===== src/rtl/mul_pkg.sv =====
// rtl/mul_pkg.sv - shared constants and types for the MUL dispatch block
package mul_pkg;

    // Opcodes of the four multiply forms; bit 0 selects the register form
    localparam logic [6:0] OP_MULI  = 7'b0111100;
    localparam logic [6:0] OP_MULR  = 7'b0111101;
    localparam logic [6:0] OP_MULSI = 7'b0111110;
    localparam logic [6:0] OP_MULSR = 7'b0111111;

    localparam logic [31:0] NOP_INSTR = {5'b11001, 27'b0};

    // Field bit positions within the instruction word
    localparam int OPC_MSB = 31;
    localparam int OPC_LSB = 25;
    localparam int RD_MSB  = 24;
    localparam int RD_LSB  = 21;
    localparam int RS_MSB  = 20;
    localparam int RS_LSB  = 17;
    localparam int RS2_MSB = 16;
    localparam int RS2_LSB = 13;
    localparam int IMM_MSB = 15;
    localparam int IMM_LSB = 0;

    typedef enum logic [1:0] {
        MT_MULI  = 2'd0,
        MT_MULR  = 2'd1,
        MT_MULSI = 2'd2,
        MT_MULSR = 2'd3
    } mul_type_e;

    typedef enum logic [2:0] {
        S_IDLE    = 3'd0,
        S_LAUNCH  = 3'd1,
        S_WAIT    = 3'd2,
        S_DRAIN   = 3'd3,
        S_RELEASE = 3'd4
    } state_e;

endpackage


===== src/rtl/mul_field_decode.sv =====
// rtl/mul_field_decode.sv - combinational MUL opcode and operand field decoder
module mul_field_decode
    import mul_pkg::*;
#(
    parameter bit ENABLE_MULSR = 1'b0
) (
    input  logic [31:0] i_instr,
    output logic        o_is_mul,
    output logic [1:0]  o_mul_type,
    output logic [3:0]  o_rd,
    output logic [3:0]  o_rs,
    output logic [3:0]  o_rs2,
    output logic [15:0] o_imm,
    output logic        o_illegal
);

    logic [6:0] w_opc;

    assign w_opc = i_instr[OPC_MSB:OPC_LSB];
    assign o_rd  = i_instr[RD_MSB:RD_LSB];
    assign o_rs  = i_instr[RS_MSB:RS_LSB];
    assign o_rs2 = i_instr[RS2_MSB:RS2_LSB];
    assign o_imm = i_instr[IMM_MSB:IMM_LSB];

    // Classify the opcode; MULSR is flagged illegal when the sequencer lacks support
    always_comb begin
        o_is_mul   = 1'b1;
        o_mul_type = MT_MULI;
        o_illegal  = 1'b0;
        case (w_opc)
            OP_MULI:  o_mul_type = MT_MULI;
            OP_MULR:  o_mul_type = MT_MULR;
            OP_MULSI: o_mul_type = MT_MULSI;
            OP_MULSR: begin
                o_mul_type = MT_MULSR;
                o_illegal  = !ENABLE_MULSR;
            end
            default:  o_is_mul = 1'b0;
        endcase
    end

endmodule


===== src/rtl/mul_dispatch.sv =====
// rtl/mul_dispatch.sv - MUL microcode launch handshake between IF and the injection mux
module mul_dispatch
    import mul_pkg::*;
#(
    parameter int BUSY_TIMEOUT = 4,
    parameter bit ENABLE_MULSR = 1'b0
) (
    input  logic        clk,
    input  logic        rst,
    input  logic [31:0] if_instr,
    input  logic        if_valid,
    input  logic        ucode_busy,
    output logic [31:0] id_instr,
    output logic        pc_stall,
    output logic        start_mul,
    output logic [3:0]  dest_reg,
    output logic [3:0]  source_reg,
    output logic [3:0]  rs2_addr,
    output logic [15:0] immediate,
    output logic [1:0]  mul_type,
    output logic        mul_error,
    output logic [15:0] mul_retired_cnt
);

    localparam logic [7:0] TIMER_LAST = 8'(BUSY_TIMEOUT - 1);

    state_e      r_state;
    state_e      w_next;
    logic [7:0]  r_timer;
    logic [3:0]  r_rd;
    logic [3:0]  r_rs;
    logic [3:0]  r_rs2;
    logic [15:0] r_imm;
    logic [1:0]  r_type;
    logic        r_from_drain;
    logic [15:0] r_cnt;

    logic        w_is_mul;
    logic [1:0]  w_type;
    logic [3:0]  w_rd;
    logic [3:0]  w_rs;
    logic [3:0]  w_rs2;
    logic [15:0] w_imm;
    logic        w_illegal;
    logic        w_latch;
    logic        w_stall;
    logic        w_start;
    logic        w_err;
    logic [31:0] w_id;

    mul_field_decode #(
        .ENABLE_MULSR(ENABLE_MULSR)
    ) u_decode (
        .i_instr   (if_instr),
        .o_is_mul  (w_is_mul),
        .o_mul_type(w_type),
        .o_rd      (w_rd),
        .o_rs      (w_rs),
        .o_rs2     (w_rs2),
        .o_imm     (w_imm),
        .o_illegal (w_illegal)
    );

    // State register
    always_ff @(posedge clk or posedge rst) begin
        if (rst) r_state <= S_IDLE;
        else     r_state <= w_next;
    end

    // Next-state and handshake outputs; a MUL seen while busy is still high waits in IDLE
    always_comb begin
        w_next  = r_state;
        w_stall = 1'b0;
        w_start = 1'b0;
        w_err   = 1'b0;
        w_latch = 1'b0;
        w_id    = NOP_INSTR;
        case (r_state)
            S_IDLE: begin
                if (if_valid && w_is_mul) begin
                    w_stall = 1'b1;
                    if (ucode_busy) begin
                        w_next = S_IDLE;
                    end else if (w_illegal) begin
                        w_err  = 1'b1;
                        w_next = S_RELEASE;
                    end else begin
                        w_latch = 1'b1;
                        w_next  = S_LAUNCH;
                    end
                end else begin
                    w_id = if_instr;
                end
            end
            S_LAUNCH: begin
                w_stall = 1'b1;
                w_start = 1'b1;
                w_next  = S_WAIT;
            end
            S_WAIT: begin
                w_stall = 1'b1;
                if (ucode_busy) begin
                    w_next = S_DRAIN;
                end else if (r_timer == TIMER_LAST) begin
                    w_err  = 1'b1;
                    w_next = S_RELEASE;
                end
            end
            S_DRAIN: begin
                w_stall = 1'b1;
                if (!ucode_busy) w_next = S_RELEASE;
            end
            S_RELEASE: begin
                w_next = S_IDLE;
            end
            default: w_next = S_IDLE;
        endcase
    end

    // Operand latches; register forms force immediate=1 to avoid the sequencer clear path
    always_ff @(posedge clk or posedge rst) begin
        if (rst) begin
            r_rd   <= 4'd0;
            r_rs   <= 4'd0;
            r_rs2  <= 4'd0;
            r_imm  <= 16'd0;
            r_type <= 2'd0;
        end else if (w_latch) begin
            r_rd   <= w_rd;
            r_rs   <= w_rs;
            r_rs2  <= w_rs2;
            r_imm  <= w_type[0] ? 16'd1 : w_imm;
            r_type <= w_type;
        end
    end

    // Busy-rise timeout timer, cleared on launch and advanced while waiting
    always_ff @(posedge clk or posedge rst) begin
        if (rst)                     r_timer <= 8'd0;
        else if (r_state == S_LAUNCH) r_timer <= 8'd0;
        else if (r_state == S_WAIT)   r_timer <= r_timer + 8'd1;
    end

    // Retire counter: only releases that followed a busy fall count as completed
    always_ff @(posedge clk or posedge rst) begin
        if (rst) begin
            r_from_drain <= 1'b0;
            r_cnt        <= 16'd0;
        end else begin
            r_from_drain <= (r_state == S_DRAIN);
            if (r_state == S_RELEASE && r_from_drain) r_cnt <= r_cnt + 16'd1;
        end
    end

    // Outputs are forced to their idle values while reset is asserted
    assign pc_stall        = w_stall & ~rst;
    assign start_mul       = w_start & ~rst;
    assign mul_error       = w_err & ~rst;
    assign id_instr        = rst ? NOP_INSTR : w_id;
    assign rs2_addr        = (r_state == S_LAUNCH) ? r_rs2 : if_instr[RS2_MSB:RS2_LSB];
    assign dest_reg        = r_rd;
    assign source_reg      = r_rs;
    assign immediate       = r_imm;
    assign mul_type        = r_type;
    assign mul_retired_cnt = r_cnt;

endmodule

===== config.mk =====
export PLATFORM = sky130hd
export DESIGN_NAME = mul_dispatch
export DESIGN_NICKNAME = d
export VERILOG_FILES = /design/src/rtl/mul_pkg.sv /design/src/rtl/mul_field_decode.sv /design/src/rtl/mul_dispatch.sv
export SDC_FILE = /design/constraint.sdc
export NUM_CORES = 1
export LEC_CHECK = 0
export CAP_MARGIN = 10
export CELL_PAD_IN_SITES_DETAIL_PLACEMENT = 1
export CELL_PAD_IN_SITES_GLOBAL_PLACEMENT = 2
export CORE_ASPECT_RATIO = 0.5
export CORE_MARGIN = 4
export CORE_UTILIZATION = 38
export DETAILED_ROUTE_END_ITERATION = 7
export DONT_BUFFER_PORTS = 1
export GPL_ROUTABILITY_DRIVEN = 0
export PLACE_DENSITY = 0.82
export SLEW_MARGIN = 20
export SYNTH_ARGS = -nofsm -noshare
export SYNTH_HDL_FRONTEND = slang
export SYNTH_SLANG_ARGS = --single-unit

===== constraint.sdc =====
create_clock -name clk -period 2.3 [get_ports clk]
set_clock_uncertainty 0.15 [all_clocks]
set_input_delay 0.575 -clock clk [delete_from_list [all_inputs] [get_ports clk]]
set_output_delay 0.575 -clock clk [all_outputs]
set_load 0.05 [all_outputs]

==> results.toml <==
[worst_setup_path]
rr_startpoint = "r_state[0]"
cp-end-kind = "output pin"
crit_type = "register to output pin"
crit_required_ps = 1570
path_max_fanout = 8
critPathArrivalTime_ps = 1880
start_kind = "register"
startpoint = "r_state[2]"

[sta]
fin_crit_sh_pct = 113
period_minus_slack_ps = 2600
setup_ws_ps = -303
rsz0062_at_grt = "yes"
worst_pin_slew_ps = 577
fmax_mhz = 384
hold_viol_final = 0
whs_ps = 162
finalSetupViolCount = 39
final-max-slew-violation-count = 0
relSlewSlack_pct = 61.5

[drt]
drcViolationCount = 0
num_vias = 2242
routed_wl_mm = 9.00
routedWlPerCell_um = 22.6
drtIter0Drc = 97
dr.pass1.iters = 4
vias_per_cell = 5.63
ant_nets = 0

[final_layout]
fillers = 703
final_common_cell = "dfrtp_1"
final_layout_size_suffix_gt1_share_pct = 46.7
multi_input_area_um2 = 1510
layout_common_cells = "dfrtp_1 (55), buf_4 (38), and2_4 (28)"
antennaDiodeCount = 0
area_growth_pct = 39.3
fin_nets = 339
seqCellArea_um2 = 1460
instances_no_fill = 398

[clocking]
cts_root_buf = "clkbuf_16"
numCtsBuffers = 9
clock_path_buffers = 2
cts_tree = "built"
htreeDepth = 3
clkTransAtPathRegs_ps = 50
clock_sinks = 58
worst_skew_pair.late_latency_ps = 320

[logic_synthesis]
ys_async_sr_fraction_pct = 100
ys_ff_latch = 58
postSynthCellCount = 249
ys_seq_area_share_pct = 50.9
ys.flop_type = "dfrtp_1"
synth_nets = 287
syn_area_um2 = 2850
syn-mean-instance-area_um2 = 11.5
ys_types = 46
yosys_warnings = 0
synth_edf_count = 0

[placement]
dp.final_hpwl_mm = 6.02
portBuffers = 0
dp.cells = 369
dp_slack_ps = -66.3

[global_route]
grt_first_pass_wirelength_mm = 14.2
grt_pass1_vias = 2474
use_met1_pct = 22.8
grt_max_degree = 31
gr-usage-all-layers_pct = 20.3
grt_overflow = 0
busiest_layer = "met2"
grt_use_met2_pct = 35.7
antenna_found_initial = 0
grtUsageMet3_pct = 7.15

[status]
failed_checks = "negative setup slack"
status = "finished with violations"

[flow_run]
max_cap_violations = 0

[hold_path]
min-delay-path-class = "input port to register"
hp-start = "ucode_busy"

[power_and_ir_drop]
p_leak_nw = 1.94
ir_worst_vdd_mv = 0.514
power_density_nw_per_um2 = 1110
p_total_mw = 4.40

[floorplan]
core_um2 = 6990
ios = 117
die_height_um = 69.3
die_area_um2 = 9040
die_w_um = 131
rows = 21
start_util_pct = 40.8
==> worst max-delay path: stages (launching register included) <==
cell	delay [ps]
dfrtp_2	450
or3_4	400
nor3_4	220
buf_4	220
and2_4	250
==> final cells by class <==
class                      count  area share (%)
sequential                    58            36.6
timing repair buffer          54            13.2
tap                           92            2.90
multi-input combinational    171            38.0
inverter                       7           0.661
clock inverter                 4            1.83
clock buffer                  12            6.71
==> where the power goes <==
part	internal [mW]	switching, mW
clock network	1.03	0.459
registers	1.13	0.238
logic	0.624	0.917
==> final timing paths <==
check	end	slack (ps)	cells past startpoint
setup / recovery	id_instr[24]	-300	4
hold / removal	r_state[2]	160	1
setup reg to reg	mul_retired_cnt[13]	130	7
hold reg to reg	r_rs2[3]	360	1
max in group asynchronous	mul_retired_cnt[2]	850	3
min in group asynchronous	r_timer[2]	590	2
==> per-stage QoR <==
stage | utilization [%] | area (µm²) | TNS, ps
2_1_floorplan | - | 2960 | -759
3_3_place_gp | 48.4 | 3390 | -134
3_5_place_dp | 48.4 | 3390 | -339
4_1_cts | 55.9 | 3910 | -11350
5_1_grt | 56.8 | 3970 | -12640
6_report | 56.8 | 3970 | -10140
==> synthesized netlist by cell type (all sizes together) (7+ instances only) <==
cell type,number,share of area (%)
inv,7,0.92
nand2,11,1.4
buf,10,2.7
nand4,11,3.1
o21ai,9,1.6
dfrtp,58,51
mux2,17,8.3
xnor2,10,3.1
a22o,16,4.9
and2,29,6.4
nor2,13,1.7
==> metal layers <==
layer | vias up | share of wire [%]
met5 | - | 0
met3 | 20 | 4.9
li1 | 991 | -
met2 | 59 | 54
met4 | 0 | 1.9
met1 | 1172 | 39
==> kinds of logic after synthesis <==
logic type                 share of synthesized area (%)
and+or+nand+nor                                     21.8
DFF                                                 50.9
AOI/OAI and AO/OA                                   9.08
buffers and inverters                               4.08
muxes                                               8.64
xor gates and xnor gates                            4.61
adders and majority gates                          0.877
==> what timing repair did <==
item	in CTS	in global routing
hold buffers	1	0
setup endpoints to repair	39	39
pin swaps	26	5
setup buffers	7	4
hold endpoints to repair	15	0
resized for setup	43	7
gates cloned	1	0
Note: power is estimated with default switching activity, not from simulation.
